**src/rtl/exmem_pipeline_pkg.sv**
```systemverilog
// rtl/exmem_pipeline_pkg.sv - shared widths and FSM encoding for the EX/MEM pipeline register
package exmem_pipeline_pkg;

  localparam int DATA_W_DEF = 16;
  localparam int REG_W_DEF  = 3;

  typedef enum logic {
    ST_RUN    = 1'b0,
    ST_HALTED = 1'b1
  } state_e;

endpackage

```
**src/rtl/exmem_pipeline_if.sv**
```systemverilog
// rtl/exmem_pipeline_if.sv - EX/MEM stage bundle: execute-side inputs, memory-side outputs
interface exmem_pipeline_if
  import exmem_pipeline_pkg::*;
#(
  parameter int DATA_W = DATA_W_DEF,
  parameter int REG_W  = REG_W_DEF
);

  logic              stall;
  logic              flush;
  logic              valid_in;
  logic [DATA_W-1:0] Instr_ToM;
  logic [DATA_W-1:0] PCInc_ToM;
  logic [DATA_W-1:0] ALURes_ToM;
  logic [DATA_W-1:0] RD2_ToM;
  logic [REG_W-1:0]  WriteReg_ToM;
  logic              MemReadEn_ToM;
  logic              MemWriteEn_ToM;
  logic              WriteToReg_ToM;
  logic              RegWriteDataSel_ToM;
  logic              Halt_ToM;

  logic [DATA_W-1:0] Instr_FromX;
  logic [DATA_W-1:0] PCInc_FromX;
  logic [DATA_W-1:0] ALURes_FromX;
  logic [DATA_W-1:0] RD2_FromX;
  logic [REG_W-1:0]  WriteReg_FromX;
  logic              MemReadEn_FromX;
  logic              MemWriteEn_FromX;
  logic              WriteToReg_FromX;
  logic              RegWriteDataSel_FromX;
  logic              Halt_FromX;
  logic              valid_out;
  logic              halted;
  logic              fwd_valid;
  logic [REG_W-1:0]  fwd_reg;
  logic [DATA_W-1:0] fwd_data;
  logic              load_use;

  modport slave (
    input  stall, flush, valid_in, Instr_ToM, PCInc_ToM, ALURes_ToM, RD2_ToM, WriteReg_ToM,
           MemReadEn_ToM, MemWriteEn_ToM, WriteToReg_ToM, RegWriteDataSel_ToM, Halt_ToM,
    output Instr_FromX, PCInc_FromX, ALURes_FromX, RD2_FromX, WriteReg_FromX, MemReadEn_FromX,
           MemWriteEn_FromX, WriteToReg_FromX, RegWriteDataSel_FromX, Halt_FromX, valid_out,
           halted, fwd_valid, fwd_reg, fwd_data, load_use
  );

  modport master (
    output stall, flush, valid_in, Instr_ToM, PCInc_ToM, ALURes_ToM, RD2_ToM, WriteReg_ToM,
           MemReadEn_ToM, MemWriteEn_ToM, WriteToReg_ToM, RegWriteDataSel_ToM, Halt_ToM,
    input  Instr_FromX, PCInc_FromX, ALURes_FromX, RD2_FromX, WriteReg_FromX, MemReadEn_FromX,
           MemWriteEn_FromX, WriteToReg_FromX, RegWriteDataSel_FromX, Halt_FromX, valid_out,
           halted, fwd_valid, fwd_reg, fwd_data, load_use
  );

endinterface

```
**src/rtl/exmem_field_reg.sv**
```systemverilog
// rtl/exmem_field_reg.sv - width-parameterised pipeline register, priority clear > hold > load
module exmem_field_reg #(
  parameter int W = 8
) (
  input  logic         clk_i,
  input  logic         rst_ni,
  input  logic         clr_i,
  input  logic         hold_i,
  input  logic [W-1:0] d_i,
  output logic [W-1:0] q_o
);

  logic [W-1:0] q_q;

  always_ff @(posedge clk_i) begin
    if (!rst_ni) begin
      q_q <= '0;
    end else if (clr_i) begin
      q_q <= '0;
    end else if (!hold_i) begin
      q_q <= d_i;
    end
  end

  assign q_o = q_q;

endmodule

```
**src/rtl/exmem_pipeline.sv**
```systemverilog
// rtl/exmem_pipeline.sv - EX/MEM pipeline register with halt FSM and forwarding/hazard taps
// Optional stall/bubble counters are built when EXMEM_PERF_CNT_EN is defined.
module exmem_pipeline
  import exmem_pipeline_pkg::*;
#(
  parameter int DATA_W = DATA_W_DEF,
  parameter int REG_W  = REG_W_DEF
) (
  input  logic              clk,
  input  logic              rst,
  exmem_pipeline_if.slave   bus
`ifdef EXMEM_PERF_CNT_EN
  ,
  output logic [15:0]       stall_cnt,
  output logic [15:0]       bubble_cnt
`endif
);

  localparam int DG_W = 4 * DATA_W;
  localparam int CG_W = REG_W + 6;

  state_e state_q, state_d;
  logic   run;
  logic   clr;
  logic   hold;
  logic   capture;

  logic [DG_W-1:0] data_d, data_q;
  logic [CG_W-1:0] ctrl_d, ctrl_q;

  logic [REG_W-1:0] wreg_q;
  logic mre_q, mwe_q, wtr_q, sel_q, halt_q, valid_q;

  assign run     = (state_q == ST_RUN);
  // Flush outranks stall because the field register gives clear priority over hold.
  assign clr     = run & (bus.flush | (~bus.stall & ~bus.valid_in));
  assign hold    = ~run | bus.stall;
  assign capture = run & ~bus.stall & ~bus.flush & bus.valid_in;

  always_ff @(posedge clk) begin
    if (!rst) begin
      state_q <= ST_RUN;
    end else begin
      state_q <= state_d;
    end
  end

  always_comb begin
    state_d = state_q;
    if (capture && bus.Halt_ToM) begin
      state_d = ST_HALTED;
    end
  end

  assign data_d = {bus.Instr_ToM, bus.PCInc_ToM, bus.ALURes_ToM, bus.RD2_ToM};
  assign ctrl_d = {bus.WriteReg_ToM, bus.MemReadEn_ToM, bus.MemWriteEn_ToM, bus.WriteToReg_ToM,
                   bus.RegWriteDataSel_ToM, bus.Halt_ToM, 1'b1};

  exmem_field_reg #(.W(DG_W)) u_data_reg (
    .clk_i (clk),
    .rst_ni(rst),
    .clr_i (clr),
    .hold_i(hold),
    .d_i   (data_d),
    .q_o   (data_q)
  );

  exmem_field_reg #(.W(CG_W)) u_ctrl_reg (
    .clk_i (clk),
    .rst_ni(rst),
    .clr_i (clr),
    .hold_i(hold),
    .d_i   (ctrl_d),
    .q_o   (ctrl_q)
  );

  assign {bus.Instr_FromX, bus.PCInc_FromX, bus.ALURes_FromX, bus.RD2_FromX} = data_q;
  assign {wreg_q, mre_q, mwe_q, wtr_q, sel_q, halt_q, valid_q} = ctrl_q;

  assign bus.WriteReg_FromX        = wreg_q;
  assign bus.MemReadEn_FromX       = mre_q;
  // A halted pipe must never keep issuing the store it froze on.
  assign bus.MemWriteEn_FromX      = mwe_q & run;
  assign bus.WriteToReg_FromX      = wtr_q;
  assign bus.RegWriteDataSel_FromX = sel_q;
  assign bus.Halt_FromX            = halt_q;
  assign bus.valid_out             = valid_q;
  assign bus.halted                = (state_q == ST_HALTED);

  assign bus.fwd_valid = valid_q & wtr_q & ~mre_q;
  assign bus.fwd_reg   = wreg_q;
  assign bus.fwd_data  = bus.ALURes_FromX;
  assign bus.load_use  = valid_q & mre_q & wtr_q;

`ifdef EXMEM_PERF_CNT_EN
  logic [15:0] stall_cnt_q, bubble_cnt_q;

  always_ff @(posedge clk) begin
    if (!rst) begin
      stall_cnt_q  <= '0;
      bubble_cnt_q <= '0;
    end else begin
      if (run && bus.stall && !bus.flush && stall_cnt_q != 16'hFFFF) begin
        stall_cnt_q <= stall_cnt_q + 16'd1;
      end
      if (clr && bubble_cnt_q != 16'hFFFF) begin
        bubble_cnt_q <= bubble_cnt_q + 16'd1;
      end
    end
  end

  assign stall_cnt  = stall_cnt_q;
  assign bubble_cnt = bubble_cnt_q;
`endif

endmodule
```
**src/flat_wrapper.sv**
```systemverilog
// flat-port wrapper written by rule: the top's interface ports become plain ports
module exmem_pipeline_flat import exmem_pipeline_pkg::*;
#(
  parameter int DATA_W = DATA_W_DEF,
  parameter int REG_W  = REG_W_DEF
)
  (clk, rst, bus_stall, bus_flush, bus_valid_in, bus_Instr_ToM, bus_PCInc_ToM, bus_ALURes_ToM, bus_RD2_ToM, bus_WriteReg_ToM, bus_MemReadEn_ToM, bus_MemWriteEn_ToM, bus_WriteToReg_ToM, bus_RegWriteDataSel_ToM, bus_Halt_ToM, bus_Instr_FromX, bus_PCInc_FromX, bus_ALURes_FromX, bus_RD2_FromX, bus_WriteReg_FromX, bus_MemReadEn_FromX, bus_MemWriteEn_FromX, bus_WriteToReg_FromX, bus_RegWriteDataSel_FromX, bus_Halt_FromX, bus_valid_out, bus_halted, bus_fwd_valid, bus_fwd_reg, bus_fwd_data, bus_load_use);
  exmem_pipeline_if #(.DATA_W(DATA_W), .REG_W(REG_W)) bus_i ();
  input  logic clk;
  input  logic rst;
  input wire logic [$bits(bus_i.stall)-1:0] bus_stall;
  input wire logic [$bits(bus_i.flush)-1:0] bus_flush;
  input wire logic [$bits(bus_i.valid_in)-1:0] bus_valid_in;
  input wire logic [$bits(bus_i.Instr_ToM)-1:0] bus_Instr_ToM;
  input wire logic [$bits(bus_i.PCInc_ToM)-1:0] bus_PCInc_ToM;
  input wire logic [$bits(bus_i.ALURes_ToM)-1:0] bus_ALURes_ToM;
  input wire logic [$bits(bus_i.RD2_ToM)-1:0] bus_RD2_ToM;
  input wire logic [$bits(bus_i.WriteReg_ToM)-1:0] bus_WriteReg_ToM;
  input wire logic [$bits(bus_i.MemReadEn_ToM)-1:0] bus_MemReadEn_ToM;
  input wire logic [$bits(bus_i.MemWriteEn_ToM)-1:0] bus_MemWriteEn_ToM;
  input wire logic [$bits(bus_i.WriteToReg_ToM)-1:0] bus_WriteToReg_ToM;
  input wire logic [$bits(bus_i.RegWriteDataSel_ToM)-1:0] bus_RegWriteDataSel_ToM;
  input wire logic [$bits(bus_i.Halt_ToM)-1:0] bus_Halt_ToM;
  output wire logic [$bits(bus_i.Instr_FromX)-1:0] bus_Instr_FromX;
  output wire logic [$bits(bus_i.PCInc_FromX)-1:0] bus_PCInc_FromX;
  output wire logic [$bits(bus_i.ALURes_FromX)-1:0] bus_ALURes_FromX;
  output wire logic [$bits(bus_i.RD2_FromX)-1:0] bus_RD2_FromX;
  output wire logic [$bits(bus_i.WriteReg_FromX)-1:0] bus_WriteReg_FromX;
  output wire logic [$bits(bus_i.MemReadEn_FromX)-1:0] bus_MemReadEn_FromX;
  output wire logic [$bits(bus_i.MemWriteEn_FromX)-1:0] bus_MemWriteEn_FromX;
  output wire logic [$bits(bus_i.WriteToReg_FromX)-1:0] bus_WriteToReg_FromX;
  output wire logic [$bits(bus_i.RegWriteDataSel_FromX)-1:0] bus_RegWriteDataSel_FromX;
  output wire logic [$bits(bus_i.Halt_FromX)-1:0] bus_Halt_FromX;
  output wire logic [$bits(bus_i.valid_out)-1:0] bus_valid_out;
  output wire logic [$bits(bus_i.halted)-1:0] bus_halted;
  output wire logic [$bits(bus_i.fwd_valid)-1:0] bus_fwd_valid;
  output wire logic [$bits(bus_i.fwd_reg)-1:0] bus_fwd_reg;
  output wire logic [$bits(bus_i.fwd_data)-1:0] bus_fwd_data;
  output wire logic [$bits(bus_i.load_use)-1:0] bus_load_use;
  assign bus_i.stall = bus_stall;
  assign bus_i.flush = bus_flush;
  assign bus_i.valid_in = bus_valid_in;
  assign bus_i.Instr_ToM = bus_Instr_ToM;
  assign bus_i.PCInc_ToM = bus_PCInc_ToM;
  assign bus_i.ALURes_ToM = bus_ALURes_ToM;
  assign bus_i.RD2_ToM = bus_RD2_ToM;
  assign bus_i.WriteReg_ToM = bus_WriteReg_ToM;
  assign bus_i.MemReadEn_ToM = bus_MemReadEn_ToM;
  assign bus_i.MemWriteEn_ToM = bus_MemWriteEn_ToM;
  assign bus_i.WriteToReg_ToM = bus_WriteToReg_ToM;
  assign bus_i.RegWriteDataSel_ToM = bus_RegWriteDataSel_ToM;
  assign bus_i.Halt_ToM = bus_Halt_ToM;
  assign bus_Instr_FromX = bus_i.Instr_FromX;
  assign bus_PCInc_FromX = bus_i.PCInc_FromX;
  assign bus_ALURes_FromX = bus_i.ALURes_FromX;
  assign bus_RD2_FromX = bus_i.RD2_FromX;
  assign bus_WriteReg_FromX = bus_i.WriteReg_FromX;
  assign bus_MemReadEn_FromX = bus_i.MemReadEn_FromX;
  assign bus_MemWriteEn_FromX = bus_i.MemWriteEn_FromX;
  assign bus_WriteToReg_FromX = bus_i.WriteToReg_FromX;
  assign bus_RegWriteDataSel_FromX = bus_i.RegWriteDataSel_FromX;
  assign bus_Halt_FromX = bus_i.Halt_FromX;
  assign bus_valid_out = bus_i.valid_out;
  assign bus_halted = bus_i.halted;
  assign bus_fwd_valid = bus_i.fwd_valid;
  assign bus_fwd_reg = bus_i.fwd_reg;
  assign bus_fwd_data = bus_i.fwd_data;
  assign bus_load_use = bus_i.load_use;
  exmem_pipeline #(.DATA_W(DATA_W), .REG_W(REG_W)) u_core (.clk(clk), .rst(rst), .bus(bus_i));
endmodule
```
**config.mk**
```make
export PLATFORM = sky130hd
export DESIGN_NAME = exmem_pipeline_flat
export DESIGN_NICKNAME = d
export VERILOG_FILES = /design/src/rtl/exmem_pipeline_pkg.sv /design/src/rtl/exmem_pipeline_if.sv /design/src/rtl/exmem_field_reg.sv /design/src/rtl/exmem_pipeline.sv /design/src/flat_wrapper.sv
export SDC_FILE = /design/constraint.sdc
export NUM_CORES = 1
export LEC_CHECK = 0
export ABC_AREA = 1
export CORE_ASPECT_RATIO = 2
export CORE_MARGIN = 4
export CORE_UTILIZATION = 38
export DETAILED_ROUTE_END_ITERATION = 6
export GPL_TIMING_DRIVEN = 0
export MAX_ROUTING_LAYER = met4
export PLACE_DENSITY = 0.9
export SLEW_MARGIN = 10
export SYNTH_ARGS = -nofsm -noshare
export SYNTH_HDL_FRONTEND = slang
export SYNTH_SLANG_ARGS = --single-unit
```
**constraint.sdc**
```tcl
create_clock -name clk -period 2.6 [get_ports clk]
set_input_delay 0.39 -clock clk [delete_from_list [all_inputs] [get_ports clk]]
set_output_delay 0.39 -clock clk [all_outputs]
set_load 0.05 [all_outputs]
```
==> out/results.txt <==
Status: finished, final reports clean
Number of DRC markers in iteration 0: 118
Post-layout net count: 689
Number of synthesized register bits: 74
Input/output buffers: 171
Max-Slew Margin vs Limit: 63.75%
Share of flip-flops with an asynchronous set or reset after synthesis: 0%
Hold bufs inserted after CTS: 0
Max Fanout on Critical Path: 3
Top area cells in the synthesized netlist: sky130_fd_sc_hd__dfxtp_1 (47%), sky130_fd_sc_hd__nand2_1 (17%), sky130_fd_sc_hd__and2_1 (12%)
Vias in the first global route: 3342
Kind of start point of the critical path: register
Number of instances on the worst hold path: 2
Drc violations: 0
# rows: 46
FF-to-FF path depth: 5
Min Clock Period, post-route: 2122 ps
Power density normalized to cell area: 549.6 nW/um^2
Maximum number of pins on one net before global-route repair: 12
Primary FF master, synth: sky130_fd_sc_hd__dfxtp_1
Part of the Yosys area used for sequential elements: 46.84%
Synth-to-Final Area Change: 66.30%
Initial cell density of the core: 39.54%
Yosys warning total: 0
Final Hold Violating Endpoints: 0
Iteration count of the initial detailed-routing pass: 4
Number of slew-limit violations in the final report: 0
Global-route total usage across every layer: 19.50%
Die height: 137.0 um
Routability Congestion: 0.8046
Clock Sinks: 74
Die Area: 9936 sq um
Antenna fix cells: 0
Total wire length: 9339 um
Maximum vdd drop: 0.3465 mV
Mapped cell area: 3163 sq um
Final TNS setup: 0 ps
Post-detailed-route count of antenna-violating nets: 0
Detailed-route via count: 3221
Syn_nets: 507
Class of the tightest hold or removal check: register to register
Final Hold Slack: 530.6 ps
Fraction of layout instances using a drive strength above 1: 9.887%
Post CTS Setup Buffer Count: 0
I/O pin cnt: 172
Final setup violation count: 0
Post-synthesis instance total: 430
Core area: 8000 sq um
Cell with the most instances after synthesis: sky130_fd_sc_hd__nand2_1
Sequential Area: 1481 sq um
Final worst clock skew: 3.634 ps
Post-route clock period utilization: 81.63%
Number of instances resized during post-cts repair: 0
Number of different library cells in the post-synthesis netlist: 16
Endpoint kind of the worst setup timing path: output pin
Number of maximum-capacitance violations: 0
Mean cell area of the mapped netlist: 7.356 sq um
Overall power of the completed layout: 0.002891 W
Timing-limited maximum frequency: 471.2 MHz
Setup repair after global routing missed its margin: no
CTS tree: built
Slew at the pin closest to its max-slew limit: 542.1 ps
FILL cells: 684
Clock transition time at the flip-flop clock pins of the worst setup and hold paths: 50 ps
Data required, critical path: 2210 ps
Number of CTS-inserted buffers: 9
Largest area contributor in the netlist: sky130_fd_sc_hd__dfxtp_1
Average routed wire per standard cell: 13.10 um
Buffer cell driving the clock tree root: sky130_fd_sc_hd__clkbuf_16
Cell leakage power: 2.050 nW
Data arrival, critical path: 1730 ps
EDFF count, synth: 0
Maximum level of the CTS H-tree: 3
Worst setup path class: register to output pin
Top-area cell type share of the netlist area: 46.84%
Wire length of the first global-routing pass: 14900 um
Die W: 72.51 um
Per-cell via count in the routed design: 4.518
Number of antenna violations at the first check in global routing: 0
Final HPWL from detailed placement: 7508 um
Most common library cells after synthesis: sky130_fd_sc_hd__nand2_1 (140), sky130_fd_sc_hd__nor2_1 (85), sky130_fd_sc_hd__dfxtp_1 (74)
Grt total ovfl: 0
Clk buf depth: 2
Area occupied by multi-input gates: 1321 sq um
Clock insertion delay at the later pin of the skew report: 320 ps
[stage by stage]
step	worst slack [ps]	std cells	instance area (sq um)	util, %
final	477.7	713	5260	65.75
after global routing	375.7	713	5260	65.75
after CTS	458.4	713	5260	65.75
after detailed placement	631.3	697	4995	62.43
after global placement	717.0	697	4995	62.43
after floorplan	358.6	430	3163	-
[cell usage in the layout (no fill, tap or decap)]
cell type | netlist | layout
sky130_fd_sc_hd__clkdlybuf4s50_1 | 0 | 171
sky130_fd_sc_hd__nand2_1 | 140 | 140
sky130_fd_sc_hd__nor2_1 | 85 | 85
sky130_fd_sc_hd__dfxtp_1 | 74 | 74
sky130_fd_sc_hd__and2_1 | 62 | 62
sky130_fd_sc_hd__buf_4 | 22 | 22
sky130_fd_sc_hd__buf_2 | 15 | 15
sky130_fd_sc_hd__inv_1 | 9 | 9
sky130_fd_sc_hd__clkbuf_16 | 0 | 9
sky130_fd_sc_hd__and2_0 | 7 | 7
sky130_fd_sc_hd__buf_6 | 7 | 7
sky130_fd_sc_hd__clkbuf_1 | 0 | 3
sky130_fd_sc_hd__clkinv_2 | 0 | 3
sky130_fd_sc_hd__nor3_1 | 2 | 2
sky130_fd_sc_hd__inv_2 | 2 | 2
sky130_fd_sc_hd__nand2_4 | 1 | 1
sky130_fd_sc_hd__nor2_2 | 1 | 1
sky130_fd_sc_hd__o21bai_1 | 1 | 1
sky130_fd_sc_hd__nand3_1 | 1 | 1
sky130_fd_sc_hd__a21oi_1 | 1 | 1
sky130_fd_sc_hd__clkbuf_8 | 0 | 1
[state kept, by name, summed over array words and instances (netlist names)]
signal	count
u_core.u_ctrl_reg.q_o	9
u_core.u_data_reg.q_o	64
u_core.bus.halted	1
[area by class of cell]
cell class,instances,share of cell area (%)
Clock inverter,3,0.2854
Tap cell,96,2.284
Timing Repair Buffer,171,32.54
Inverter,11,0.7850
Sequential cell,74,28.16
Clock buffer,13,4.757
Buffer,44,6.066
Multi-Input combinational cell,301,25.12
[where the power goes]
| part | leakage, nW | switching [W] | internal (W) |
|---|---|---|---|
| Clock | 0.133 | 0.000428 | 0.000667 |
| Sequential | 0.601 | 0.0000223 | 0.00117 |
| Combinational | 1.31 | 0.000325 | 0.000275 |
[metal layers]
layer  up-vias  GRT usage (%)  share of wire (%)  wire length (um)
met5         -              -                  0                 0
met1      1454          18.56                 35              3292
met3        30          3.529                5.0               470
li1       1614              -                  -                 -
met2       123          36.70                 56              5251
met4         0          9.138                3.5               325
[kinds of logic (layout without fill, tap and decap cells)]
kind of cell	count (synthesis)	after routing	share of synthesized area [%]
simple gates	299	299	41.38
buf+inv	55	242	11.39
compound gates	2	2	0.3955
flops	74	74	46.84
[path summary, 6_finish.rpt]
| check | start | to | slack [ps] |
|---|---|---|---|
| worst min register to register | u_core.u_ctrl_reg.q_o[0]$_SDFFE_PP0N_ | u_core.u_ctrl_reg.q_o[0]$_SDFFE_PP0N_ | 530 |
| worst max-delay path | u_core.u_ctrl_reg.q_o[0]$_SDFFE_PP0N_ | bus_load_use | 480 |
| worst max register to register | u_core.bus.halted$_SDFFE_PN0P_ | u_core.u_ctrl_reg.q_o[7]$_SDFFE_PP0N_ | 1320 |
| worst min-delay path | u_core.u_ctrl_reg.q_o[0]$_SDFFE_PP0N_ | u_core.u_ctrl_reg.q_o[0]$_SDFFE_PP0N_ | 530 |
[worst max-delay path, cell delays in order, from the launching register on]
cell and delay, ps:
sky130_fd_sc_hd__dfxtp_1 350, sky130_fd_sc_hd__inv_1 60, sky130_fd_sc_hd__nor3_1 180, sky130_fd_sc_hd__clkdlybuf4s50_1 830
Power figures use the tool's default switching activity.
